### config.mk
export PLATFORM = sky130hd
export DESIGN_NAME = branch_update_scheduler_flat
export DESIGN_NICKNAME = d
export VERILOG_FILES = /design/src/rtl/bp_pkg.sv /design/src/rtl/branch_update_scheduler_if.sv /design/src/rtl/bht_update_fifo.sv /design/src/rtl/branch_update_scheduler.sv /design/src/flat_wrapper.sv
export SDC_FILE = /design/constraint.sdc
export NUM_CORES = 1
export LEC_CHECK = 0
export BUFFER_PORTS_ARGS = -buffer_cell sky130_fd_sc_hd__buf_2
export CAP_MARGIN = 10
export CORE_MARGIN = 2
export CORE_UTILIZATION = 49
export DETAILED_ROUTE_END_ITERATION = 6
export PLACE_DENSITY = 0.74
export SLEW_MARGIN = 15
export SYNTH_ARGS = -nofsm -noshare
export SYNTH_HDL_FRONTEND = slang
export SYNTH_SLANG_ARGS = --single-unit
### constraint.sdc
create_clock -name clk -period 2 [get_ports clk]
set_clock_uncertainty 0.2 [all_clocks]
set_input_delay 0.4 -clock clk [delete_from_list [all_inputs] [get_ports clk]]
set_output_delay 0.4 -clock clk [all_outputs]
set_load 0.01 [all_outputs]
### src/rtl/bp_pkg.sv
// Shared constants, FSM state and update-entry types for the branch-prediction
// update scheduler.
package bp_pkg;

    localparam int BHT_LOWER  = 5;
    localparam int UPD_DEPTH  = 4;
    localparam int STARVE_MAX = 3;

    typedef enum logic {
        NORMAL,
        DRAIN
    } sched_state_t;

    typedef struct packed {
        logic [BHT_LOWER-1:0] addr;
        logic                 taken;
    } upd_entry_t;

endpackage

### src/rtl/branch_update_scheduler_if.sv
// Fetch lookup, execute update and BHT port signals of the update scheduler.
interface branch_update_scheduler_if
    import bp_pkg::*;
#(
    parameter int LOWER = BHT_LOWER
);
    logic             lk_req;
    logic [LOWER-1:0] lk_addr;
    logic             lk_gnt;
    logic             lk_stall;
    logic             pred_valid;
    logic             up_valid;
    logic [LOWER-1:0] up_addr;
    logic             up_taken;
    logic             up_ready;
    logic             flush;
    logic             bht_en;
    logic             bht_we;
    logic [LOWER-1:0] bht_addr;
    logic             bht_taken;

    modport master (
        output lk_req, lk_addr, up_valid, up_addr, up_taken, flush,
        input  lk_gnt, lk_stall, pred_valid, up_ready,
               bht_en, bht_we, bht_addr, bht_taken
    );

    modport slave (
        input  lk_req, lk_addr, up_valid, up_addr, up_taken, flush,
        output lk_gnt, lk_stall, pred_valid, up_ready,
               bht_en, bht_we, bht_addr, bht_taken
    );

endinterface

### src/rtl/bht_update_fifo.sv
// Synchronous FIFO holding resolved-branch updates until the BHT port is free.
module bht_update_fifo
    import bp_pkg::*;
#(
    parameter int DEPTH = UPD_DEPTH
) (
    input  logic                     clk,
    input  logic                     arst_n,
    input  logic                     push,
    input  logic                     pop,
    input  upd_entry_t               push_data,
    output upd_entry_t               head,
    output logic                     full,
    output logic                     empty,
    output logic [$clog2(DEPTH):0]   count
);
    localparam int PTR_W = $clog2(DEPTH);
    localparam int CNT_W = PTR_W + 1;

    upd_entry_t       mem [DEPTH];
    logic [PTR_W-1:0] wr_ptr;
    logic [PTR_W-1:0] rd_ptr;
    logic             do_push;
    logic             do_pop;

    assign full    = (count == CNT_W'(DEPTH));
    assign empty   = (count == '0);
    assign do_push = push && !full;
    assign do_pop  = pop && !empty;
    assign head    = mem[rd_ptr];

    // Pointers wrap naturally because DEPTH is a power of two.
    always_ff @(posedge clk or negedge arst_n) begin
        if (!arst_n) begin
            wr_ptr <= '0;
            rd_ptr <= '0;
            count  <= '0;
        end else begin
            if (do_push) wr_ptr <= wr_ptr + PTR_W'(1);
            if (do_pop)  rd_ptr <= rd_ptr + PTR_W'(1);
            case ({do_push, do_pop})
                2'b10:   count <= count + CNT_W'(1);
                2'b01:   count <= count - CNT_W'(1);
                default: count <= count;
            endcase
        end
    end

    always_ff @(posedge clk) begin
        if (do_push) mem[wr_ptr] <= push_data;
    end

endmodule

### src/rtl/branch_update_scheduler.sv
// Arbitrates the single BHT port between fetch lookups and queued branch updates,
// with starvation aging and a drain mode when the update queue fills.
module branch_update_scheduler
    import bp_pkg::*;
#(
    parameter int LOWER      = BHT_LOWER,
    parameter int DEPTH      = UPD_DEPTH,
    parameter int STARVE_MAX = bp_pkg::STARVE_MAX
) (
    input logic                      clk,
    input logic                      arst_n,
    branch_update_scheduler_if.slave bus
);
    localparam int CNT_W = $clog2(DEPTH) + 1;
    localparam int AGE_W = $clog2(STARVE_MAX + 1);
    localparam logic [AGE_W-1:0] AGE_MAX = AGE_W'(STARVE_MAX);

    sched_state_t     state;
    sched_state_t     state_next;
    upd_entry_t       push_entry;
    upd_entry_t       head;
    logic [LOWER-1:0] head_addr;
    logic [CNT_W-1:0] count;
    logic [AGE_W-1:0] age;
    logic             full;
    logic             empty;
    logic             push;
    logic             issue;
    logic             lk_gnt_c;
    logic             force_upd;
    logic             pred_valid_q;

    assign push_entry = '{addr: bus.up_addr, taken: bus.up_taken};
    assign head_addr  = head.addr;
    assign push       = bus.up_valid && !full;
    assign force_upd  = full || (!empty && (age >= AGE_MAX));

    bht_update_fifo #(
        .DEPTH(DEPTH)
    ) u_fifo (
        .clk       (clk),
        .arst_n    (arst_n),
        .push      (push),
        .pop       (issue),
        .push_data (push_entry),
        .head      (head),
        .full      (full),
        .empty     (empty),
        .count     (count)
    );

    always_comb begin
        lk_gnt_c      = 1'b0;
        issue         = 1'b0;
        bus.bht_en    = 1'b0;
        bus.bht_we    = 1'b0;
        bus.bht_addr  = '0;
        bus.bht_taken = 1'b0;
        if (bus.lk_req && !force_upd && (state == NORMAL)) begin
            lk_gnt_c     = 1'b1;
            bus.bht_en   = 1'b1;
            bus.bht_addr = bus.lk_addr;
        end else if (!empty) begin
            issue         = 1'b1;
            bus.bht_en    = 1'b1;
            bus.bht_we    = 1'b1;
            bus.bht_addr  = head_addr;
            bus.bht_taken = head.taken;
        end
    end

    assign bus.lk_gnt     = lk_gnt_c;
    assign bus.lk_stall   = bus.lk_req && !lk_gnt_c;
    assign bus.up_ready   = !full;
    assign bus.pred_valid = pred_valid_q;

    // A starvation pop leaves the queue non-full with age cleared, so lookup
    // priority resumes at once; only a full queue holds DRAIN until it empties.
    always_comb begin
        state_next = state;
        case (state)
            NORMAL: begin
                if (force_upd && full) state_next = DRAIN;
            end
            DRAIN: begin
                if (empty || (issue && !push && (count == CNT_W'(1))))
                    state_next = NORMAL;
            end
            default: state_next = NORMAL;
        endcase
    end

    always_ff @(posedge clk or negedge arst_n) begin
        if (!arst_n) state <= NORMAL;
        else         state <= state_next;
    end

    always_ff @(posedge clk or negedge arst_n) begin
        if (!arst_n)               age <= '0;
        else if (issue || empty)   age <= '0;
        else if (age < AGE_MAX)    age <= age + AGE_W'(1);
    end

    always_ff @(posedge clk or negedge arst_n) begin
        if (!arst_n)        pred_valid_q <= 1'b0;
        else if (bus.flush) pred_valid_q <= 1'b0;
        else                pred_valid_q <= lk_gnt_c;
    end

endmodule

### src/flat_wrapper.sv
// flat-port wrapper written by rule: the top's interface ports become plain ports
module branch_update_scheduler_flat import bp_pkg::*;
#(
    parameter int LOWER      = BHT_LOWER,
    parameter int DEPTH      = UPD_DEPTH,
    parameter int STARVE_MAX = bp_pkg::STARVE_MAX
)
  (clk, arst_n, bus_lk_req, bus_lk_addr, bus_up_valid, bus_up_addr, bus_up_taken, bus_flush, bus_lk_gnt, bus_lk_stall, bus_pred_valid, bus_up_ready, bus_bht_en, bus_bht_we, bus_bht_addr, bus_bht_taken);
  branch_update_scheduler_if #(.LOWER(LOWER)) bus_i ();
  input logic clk;
  input logic arst_n;
  input wire logic [$bits(bus_i.lk_req)-1:0] bus_lk_req;
  input wire logic [$bits(bus_i.lk_addr)-1:0] bus_lk_addr;
  input wire logic [$bits(bus_i.up_valid)-1:0] bus_up_valid;
  input wire logic [$bits(bus_i.up_addr)-1:0] bus_up_addr;
  input wire logic [$bits(bus_i.up_taken)-1:0] bus_up_taken;
  input wire logic [$bits(bus_i.flush)-1:0] bus_flush;
  output wire logic [$bits(bus_i.lk_gnt)-1:0] bus_lk_gnt;
  output wire logic [$bits(bus_i.lk_stall)-1:0] bus_lk_stall;
  output wire logic [$bits(bus_i.pred_valid)-1:0] bus_pred_valid;
  output wire logic [$bits(bus_i.up_ready)-1:0] bus_up_ready;
  output wire logic [$bits(bus_i.bht_en)-1:0] bus_bht_en;
  output wire logic [$bits(bus_i.bht_we)-1:0] bus_bht_we;
  output wire logic [$bits(bus_i.bht_addr)-1:0] bus_bht_addr;
  output wire logic [$bits(bus_i.bht_taken)-1:0] bus_bht_taken;
  assign bus_i.lk_req = bus_lk_req;
  assign bus_i.lk_addr = bus_lk_addr;
  assign bus_i.up_valid = bus_up_valid;
  assign bus_i.up_addr = bus_up_addr;
  assign bus_i.up_taken = bus_up_taken;
  assign bus_i.flush = bus_flush;
  assign bus_lk_gnt = bus_i.lk_gnt;
  assign bus_lk_stall = bus_i.lk_stall;
  assign bus_pred_valid = bus_i.pred_valid;
  assign bus_up_ready = bus_i.up_ready;
  assign bus_bht_en = bus_i.bht_en;
  assign bus_bht_we = bus_i.bht_we;
  assign bus_bht_addr = bus_i.bht_addr;
  assign bus_bht_taken = bus_i.bht_taken;
  branch_update_scheduler #(.LOWER(LOWER), .DEPTH(DEPTH), .STARVE_MAX(STARVE_MAX)) u_core (.clk(clk), .arst_n(arst_n), .bus(bus_i));
endmodule
**Yosys cells after proc, flatten, opt, wreduce, memory -nomap -nowiden**

Memories as Yosys holds them, arrays and structs flattened.
Cells that the tools add are included.

- Bits in writable memories: 24
- Register bits: 11
- Output and inout bits: 12
- Memories kept: 1
- Bits of input ports: 16

Memories:

| name | words | width | read ports | clocked after Yosys merged registers in | wr ports | RTL line | text |
|---|---|---|---|---|---|---|---|
| u_core.u_fifo.mem | 4 | 6 | 1 | 0 | 1 | bht_update_fifo.sv:20 | `upd_entry_t mem [DEPTH];` |

- Reduce and logical (&&, ||, !) cells: 21
- $add $sub $neg: 5
- Bitwise operators: 1
- Mux-type cells: 17
- Eq/ne operators: 4
- Order comparisons: 2

Operators by type and width:

| cell | number |
|---|---|
| 1-bit 2-to-1 mux | 11 |
| 1-bit logical AND | 10 |
| 5-bit 2-to-1 mux | 2 |
| 2-bit by 1-bit adder with 2-bit output (second input constant) | 3 |
| 3-bit one-hot mux with 2 select lines | 1 |
| 1-bit zero test | 5 |
| 2-bit 2-to-1 mux | 2 |
| 2-bit nonzero test | 2 |
| 3-bit by 1-bit adder with 3-bit output (second input constant) | 1 |
| 3-bit by 1-bit == test with 1-bit output (second input constant) | 1 |
| 3-bit == test (second input constant) | 1 |
| 3-bit zero test | 1 |
| 1-bit logical OR | 3 |
| 3-bit by 1-bit subtractor with 3-bit output (second input constant) | 1 |
| 2-bit by 1-bit == test with 1-bit output (second input constant) | 1 |
| 2-bit == test (second input constant) | 1 |
| 2-bit greater-or-equal comparator (second input constant) | 1 |
| 2-bit < comparator (second input constant) | 1 |
| 1-bit one-hot mux with 2 select lines | 1 |
| 1-bit inverter | 1 |

**Depth between registers and ports, before layout**

Gate-level depths: netlist of run 1.

- Depth after elaboration: 13
- Depth in mapped cells: 8
- Gate-level depth less buffers: 8

**Modules after synthesis**

Synthesis of run 1 repeated with hierarchy kept, for this count alone.

- Cell total of the unflattened synthesis: 98
- Area total of the unflattened synthesis: 1577.8 µm²

By module, submodules not included:

| module | times used | area each (µm²) | cells each |
|---|---|---|---|
| bht_update_fifo | 1 | 1306.3 | 69 |
| branch_update_scheduler | 1 | 271.5 | 29 |

**Worst setup path before layout of run 1**

OpenSTA, ideal clock, no wires.

- Path kind: reg2reg
- Start: register u_core.u_fifo.count[0]
- End: register u_core.u_fifo.count[2]
- Data required time: 1672 ps
- Cell stages (with the launch flop): 9
- Period minus slack after synthesis: 2219 ps
- Setup slack: -219 ps
- Path buffers: 0
- Arrival time: 1890 ps
- Path through: dfrtp_1 -> inv_1 -> ha_1 -> nor4b_2 -> nor2_2 -> ha_1 -> mux2i_1 -> nor2_1 -> xor2_1

- Longest elaborated chain between the ends: 11
- Elaborated cells on any way between the ends: 20

RTL lines:

| item | RTL line | text |
|---|---|---|
| start, declared | bht_update_fifo.sv:15 | `output logic [$clog2(DEPTH):0] count` |
| start signal, assigned | bht_update_fifo.sv:42 | `2'b10: count <= count + CNT_W'(1);` |
| start signal, assigned | bht_update_fifo.sv:43 | `2'b01: count <= count - CNT_W'(1);` |
| start signal, assigned | bht_update_fifo.sv:44 | `default: count <= count;` |
| 3-bit zero test | bht_update_fifo.sv:27 | `assign empty = (count == '0);` |
| 1-bit zero test | branch_update_scheduler.sv:36 | `assign force_upd = full \|\| (!empty && (age >= AGE_MAX));` |
| 1-bit logical AND | branch_update_scheduler.sv:36 |  |
| 1-bit logical OR | branch_update_scheduler.sv:36 |  |
| 1-bit zero test | branch_update_scheduler.sv:59 | `if (bus.lk_req && !force_upd && (state == NORMAL)) begin` |
| 1-bit logical AND (2 in series) | branch_update_scheduler.sv:59 |  |
| 1-bit 2-to-1 mux * | - |  |
| via bus_bht_we | flat_wrapper.sv:23 | `output wire logic [$bits(bus_i.bht_we)-1:0] bus_bht_we;` |
| 1-bit logical AND * | bht_update_fifo.sv:29 | `assign do_pop = pop && !empty;` |
| 2-bit by 1-bit == test with 1-bit output or 2-bit == test (tied branches) | bht_update_fifo.sv:41 | `case ({do_push, do_pop})` |
| 3-bit one-hot mux with 2 select lines or 2-bit nonzero test (tied branches) | - |  |

Mark *: on every way through the listed nets, which the timed path passes. The rest lies on a longest branch.
A chain may end at the register's enable or synchronous reset.

**Worst setup path after layout of run 1**

- Start: register u_core.u_fifo.count[1]
- End: output port bus_bht_addr[3]

- Longest elaborated chain between the ends: 8
- Elaborated cells on any way between the ends: 10

RTL lines:

| item | RTL line | text |
|---|---|---|
| 3-bit zero test | bht_update_fifo.sv:27 |  |
| 1-bit zero test | branch_update_scheduler.sv:36 |  |
| 1-bit logical AND | branch_update_scheduler.sv:36 |  |
| 1-bit logical OR | branch_update_scheduler.sv:36 |  |
| 1-bit zero test | branch_update_scheduler.sv:59 |  |
| 1-bit logical AND (2 in series) | branch_update_scheduler.sv:59 |  |
| 5-bit 2-to-1 mux * | branch_update_scheduler.sv:59 |  |
| end, declared | flat_wrapper.sv:24 | `output wire logic [$bits(bus_i.bht_addr)-1:0] bus_bht_addr;` |

Every way passes the cells marked *; elsewhere a longest branch is shown, timed or not.

==> results of run 1 <==
==> worst reg2reg max path, stage by stage, from the launching register on <==
cell and delay (ns):
dfrtp_1 0.41, ha_2 0.20, buf_6 0.12, nor4b_4 0.35
nor2_4 0.12, buf_4 0.15, buf_6 0.11, ha_4 0.15
mux2i_1 0.15, nor2_1 0.07, xor2_1 0.13
==> per-stage QoR <==
step	utilization	cells	power [mW]
finish	0.7197	195	3.543
CTS	0.6963	193	3.395
global route	0.7197	195	3.786
detailed placement	0.6176	176	2.528
global placement	0.6176	176	2.484
floorplan	-	94	2.001
==> per-layer routing <==
metal | share of wire | vias up
li1 | - | 466
met1 | 0.40 | 482
met2 | 0.53 | 25
met3 | 0.039 | 9
met4 | 0.031 | 0
met5 | 0 | -
==> power by group through the flow <==
| stage | Clock [mW] | Combinational [mW] | Sequential, mW |
|---|---|---|---|
| 2_1_floorplan | 0 | 0.902 | 1.10 |
| 3_3_place_gp | 0 | 1.34 | 1.14 |
| 3_5_place_dp | 0 | 1.37 | 1.15 |
| 4_1_cts | 0.644 | 1.60 | 1.15 |
| 5_1_grt | 0.678 | 1.93 | 1.18 |
| 6_report | 0.632 | 1.76 | 1.15 |
==> timing repair <==
| action | 4_1_cts | 5_1_grt |
|---|---|---|
| endpoints found under the hold margin | 12 | 0 |
| endpoints found under the setup margin | 15 | 38 |
| hold buffers | 2 | 0 |
| pin swaps | 6 | 6 |
| setup buffers | 7 | 2 |
| resized for setup | 19 | 12 |
==> layout by cell type, fill, tap and decap left out, types with 2 or more instances in the layout <==
| cell type | count |
|---|---|
| and2_1 | 2 |
| buf_2 | 24 |
| buf_4 | 12 |
| edfxtp_1 | 24 |
| clkbuf_4 | 5 |
| nand2_1 | 2 |
| and3_4 | 3 |
| dfrtp_1 | 11 |
| dlygate4sd3_1 | 2 |
| buf_6 | 12 |
| inv_2 | 2 |
| inv_1 | 3 |
| nor2_4 | 2 |
| a22o_1 | 5 |
| xor2_1 | 3 |
| ha_1 | 7 |
| bufinv_16 | 2 |
| xnor2_1 | 2 |
| ha_4 | 2 |
| mux4_2 | 6 |
| nor2b_1 | 2 |
==> worst paths after layout <==
| path | to | slack (ns) | depth (start not counted) |
|---|---|---|---|
| worst max-delay path | bus_bht_addr[3] | -0.49 | 7 |
| worst min-delay path | u_core.u_fifo.mem[3][3] | 0.06 | 1 |
| worst max register to register | u_core.u_fifo.count[2] | -0.27 | 10 |
| worst min register to register | u_core.age[0] | 0.26 | 1 |
| max in group asynchronous | u_core.u_fifo.rd_ptr[1] | 1.16 | 2 |
| min in group asynchronous | u_core.u_fifo.wr_ptr[0] | 0.23 | 2 |
==> flip-flops by register name (all words and copies together) (netlist names) <==
name / flops
u_core.age: 2
u_core.state: 1
u_core.u_fifo.rd_ptr: 2
u_core.u_fifo.wr_ptr: 2
u_core.u_fifo.count: 3
u_core.bus.pred_valid: 1
u_core.u_fifo.mem: 24
==> cells by family after synthesis <==
logic type / Yosys count / share of synthesized area
xor+xnor: 6 / 0.03358
simple gates: 18 / 0.07194
mux: 8 / 0.09992
compound gates: 10 / 0.06075
buf+inv: 7 / 0.01758
fa+ha+maj: 10 / 0.07994
flops: 35 / 0.6363
==> area by class of cell <==
cell class	instances	area [um^2]
clock inverter	3	67.56
sequential	35	996.0
tap	44	55.05
inverter	5	18.77
timing repair buffer	51	385.4
multi-input combinational	52	636.9
fill	206	855.8
clock buffer	5	37.54
==> results.yml, run 1 <==
clock_network:
  cts_max_level: 2
  clk_latency_ns: 0.35
  cts-root-buf: "clkbuf_4"
  numCtsBuffers: 5
  cts_tree: "built"
  clock_sinks: 35
  clk_pin_slew_ns: 0.11
  clk_path_buf_depth: 2
die:
  die_height_um: 60.52
  dieArea_um2: 3663
  fp.dieW_um: 60.52
  rows: 20
  start_util: 0.5127
  core_um2: 3053
  design.portCount: 28
drt:
  firstDrtPassIters: 4
  wl_per_cell_um: 15.23
  drt-initial-drc-count: 36
  wirelength_um: 2969
  antenna_left: 0
  drc: 0
  via_per_inst: 5.036
  vias: 982
global_route:
  grt_pass1_vias: 1009
  grt_usage: 0.1883
  grt_use_met2: 0.2997
  overflow: 0
  grt_max_degree: 13
  grt_pass1_wl_um: 4643
  grt-busiest-layer: "met2"
  antenna_found_initial: 0
  use_met3: 0.05117
  global_route.usage.met1: 0.2189
sta:
  rsz0062_at_grt: "yes"
  hold_viol_final: 0
  maxSlewViolCount: 0
  fin_crit_sh: 1.243
  maxSlewHeadroom: 0.7551
  fin_hold_ws_ns: 0.06384
  fin_setup_tns_ns: -5.133
  finalWorstSetupSlack_ns: -0.4866
  setup_viol: 15
  max_freq_ghz: 0.4022
  finalCriticalPeriod_ns: 2.487
  worst_slew_pin_slew_ns: 0.3673
critical_path:
  critPathKind: "register to output pin"
  critPathMostFrequentCell: "buf_6"
  r2r_start: "u_core.age[0]"
  endpoint_kind: "output pin"
  path_max_fanout: 8
  critical_path_arrival_ns: 1.89
  cp_top_family: "buffers and inverters"
  crit_buf_inv: 4
  crit_required_ns: 1.40
  cp_slowest_cell: "dfrtp_1"
  crit_path_start_kind: "register"
  path_cells: "inv_2 -> ha_4 -> buf_6 -> a2111oi_4 -> buf_6 -> a22o_1 -> buf_2"
  slowest_delay_ns: 0.38
  setup.worst_path.start: "u_core.u_fifo.count[1]"
power:
  irDropWorstVdd_mv: 0.7780
  p_seq_frac: 0.325
  power_density_nw_per_um2: 1612
  pwr-share-clk: 0.178
  p_leak_nw: 0.9263
  p_switching_mw: 1.144
  switching_share: 0.3229
  p_int_mw: 2.399
  combPwrFrac: 0.496
place:
  dp_slack_ns: -0.1148
  numPortBuffers: 27
  dp_hpwl_um: 1930
  gp_congestion: 0.7077
  place_area_um2: 1886
run_status:
  status: "finished, violations left"
  violations: "setup timing"
synthesis:
  async_flop_share: 0.3143
  syn_area_um2: 1565
  synthesis.nets: 120
  synth_common_cells: "edfxtp_1 (24), dfrtp_1 (11), ha_1 (10)"
  synth_top_area_cell: "edfxtp_1"
  ys_top_cells_by_area: "edfxtp_1 (46%), dfrtp_1 (18%), mux4_2 (8.6%)"
  seq_area_frac_synth: 0.6363
  synth_warnings: 0
  synth_ff_type: "edfxtp_1"
  synth-seq-cells: 35
  syn_inst: 94
  synth_most_common_cell: "edfxtp_1"
  synth.avg_cell_area_um2: 16.65
  synth_edf_count: 24
  synth.distinct_cells: 25
  yosysTopAreaCellShare: 0.4604
finish:
  synthToLayoutAreaGrowth_pct: 40.37
  final_nets: 176
  antenna_cells: 0
  stdcell_area_um2: 2197
  drive_gt1_frac: 0.5430
hold_path:
  hp-start: "bus_up_addr[2]"
  min_path_type: "primary input to register"
run:
  maxCapViolCount: 0
Power figures use the tool's default switching activity.
==> run 2: changes to the inputs <==
--- a/config.mk
+++ b/config.mk
@@ -11,6 +11,7 @@
 export CORE_UTILIZATION = 49
 export DETAILED_ROUTE_END_ITERATION = 6
 export PLACE_DENSITY = 0.74
+export RECOVER_POWER = 100
 export SLEW_MARGIN = 15
 export SYNTH_ARGS = -nofsm -noshare
 export SYNTH_HDL_FRONTEND = slang
==> results.yml, run 2 (synthesized netlist as in run 1, its figures left out) <==
drt:
  via_per_inst: 5.067
  wirelength_um: 2982
  drt-initial-drc-count: 38
  wl_per_cell_um: 15.29
  firstDrtPassIters: 4
  antenna_left: 0
  vias: 988
  drc: 0
place:
  dp_hpwl_um: 1930
  place_area_um2: 1886
  dpl.cell_count: 176
  dp_slack_ns: -0.1148
  gp_congestion: 0.7077
  numPortBuffers: 27
critical_path:
  critPathMostFrequentCell: "buf_6"
  crit_path_start_kind: "register"
  slowest_delay_ns: 0.38
  crit_required_ns: 1.40
  critical_path_arrival_ns: 1.89
  path_cells: "inv_2 -> ha_4 -> buf_6 -> a2111oi_4 -> buf_6 -> a22o_1 -> buf_2"
  crit_buf_inv: 4
  endpoint_kind: "output pin"
  cp_slowest_cell: "dfrtp_1"
  cp_top_family: "buffers and inverters"
  path_max_fanout: 8
  critPathKind: "register to output pin"
run_status:
  violations: "setup timing"
  status: "finished, violations left"
run:
  maxCapViolCount: 0
sta:
  setup_viol: 15
  maxSlewViolCount: 0
  fin_crit_sh: 1.244
  finalWorstSetupSlack_ns: -0.4878
  worst_slew_pin_slew_ns: 0.6137
  max_freq_ghz: 0.4020
  rsz0062_at_grt: "yes"
  finalCriticalPeriod_ns: 2.488
  hold_viol_final: 0
  maxSlewHeadroom: 0.5908
  fin_setup_tns_ns: -5.131
power:
  power_density_nw_per_um2: 1619
  p_leak_nw: 0.9029
  irDropWorstVdd_mv: 0.7780
hold_path:
  min_path_type: "primary input to register"
finish:
  final_cells: 195
  stdcell_area_um2: 2187
  top_register: "u_core.u_fifo.mem"
  final_nets: 176
  reg_top3: "u_core.u_fifo.mem (24), u_core.u_fifo.count (3)"
  drive_gt1_frac: 0.4901
  synthToLayoutAreaGrowth_pct: 39.73
  layout_commonest_cell: "edfxtp_1"
  mostFrequentLayoutCells: "edfxtp_1 (24), buf_2 (16), buf_6 (12), buf_4 (12), dfrtp_1 (11)"
  antenna_cells: 0
  largest_register_ffs: 24
die:
  start_util: 0.5127
  die_height_um: 60.52
  fp.dieW_um: 60.52
  rows: 20
  dieArea_um2: 3663
  core_um2: 3053
  design.portCount: 28
global_route:
  grt_pass1_wl_um: 4643
  antenna_found_initial: 0
  grt_pass1_vias: 1009
  grt_max_degree: 13
  overflow: 0
  grt_usage: 0.1883
clock_network:
  clk_pin_slew_ns: 0.11
  cts_max_level: 2
  clk_path_buf_depth: 2
  cts_tree: "built"
  numCtsBuffers: 5
  clock_sinks: 35
  clk_latency_ns: 0.35
  cts-root-buf: "clkbuf_4"
[run 2: metal layers]
metal,vias to the layer above,global-route usage,routed length (um),part of all wire
met2,25,0.2997,1572,0.53
met3,9,0.05117,117,0.039
met5,-,0,0,0
li1,466,-,-,-
met1,488,0.2189,1198,0.40
met4,0,0.1398,93,0.031
[run 2: path summary, 6_finish.rpt]
| path | cells after the start | slack, ns | from | end |
|---|---|---|---|---|
| max in group asynchronous | 2 | 0.85 | arst_n | u_core.u_fifo.rd_ptr[1] |
| setup / recovery | 7 | -0.49 | u_core.u_fifo.count[1] | bus_bht_addr[3] |
| hold / removal | 1 | 0.11 | bus_up_addr[2] | u_core.u_fifo.mem[3][3] |
| min in group asynchronous | 2 | 0.36 | arst_n | u_core.u_fifo.wr_ptr[0] |
| setup reg to reg | 10 | -0.27 | u_core.age[0] | u_core.u_fifo.count[2] |
| hold reg to reg | 1 | 0.26 | u_core.age[0] | u_core.age[0] |
[run 2: power breakdown]
| part | internal [mW] | total, mW | switching, mW |
|---|---|---|---|
| logic | 1.02 | 1.76 | 0.736 |
| registers | 0.987 | 1.15 | 0.166 |
| clock network | 0.388 | 0.632 | 0.244 |
[run 2: stage by stage]
step | util | hold WS, ns | power (mW)
2_1_floorplan | - | -0.09559 | 2.001
3_3_place_gp | 0.6176 | 0.08771 | 2.484
3_5_place_dp | 0.6176 | 0.08440 | 2.528
4_1_cts | 0.6963 | 0.04970 | 3.395
5_1_grt | 0.7164 | 0.1106 | 3.783
6_report | 0.7164 | 0.1133 | 3.542
[run 2: cell type report]
class	count	area [um^2]
tap	44	55.05
inverter	5	18.77
clock buffer	5	37.54
multi-input combinational	52	636.9
clock inverter	3	67.56
timing repair buffer	51	375.4
fill	209	865.8
sequential	35	996.0
[run 2: repair_timing]
item	4_1_cts	5_1_grt
setup buffers	7	2
resized for setup	19	12
pin swaps	6	6
endpoints found under the hold margin	12	0
setup endpoints to repair	15	38
hold buffers	2	0
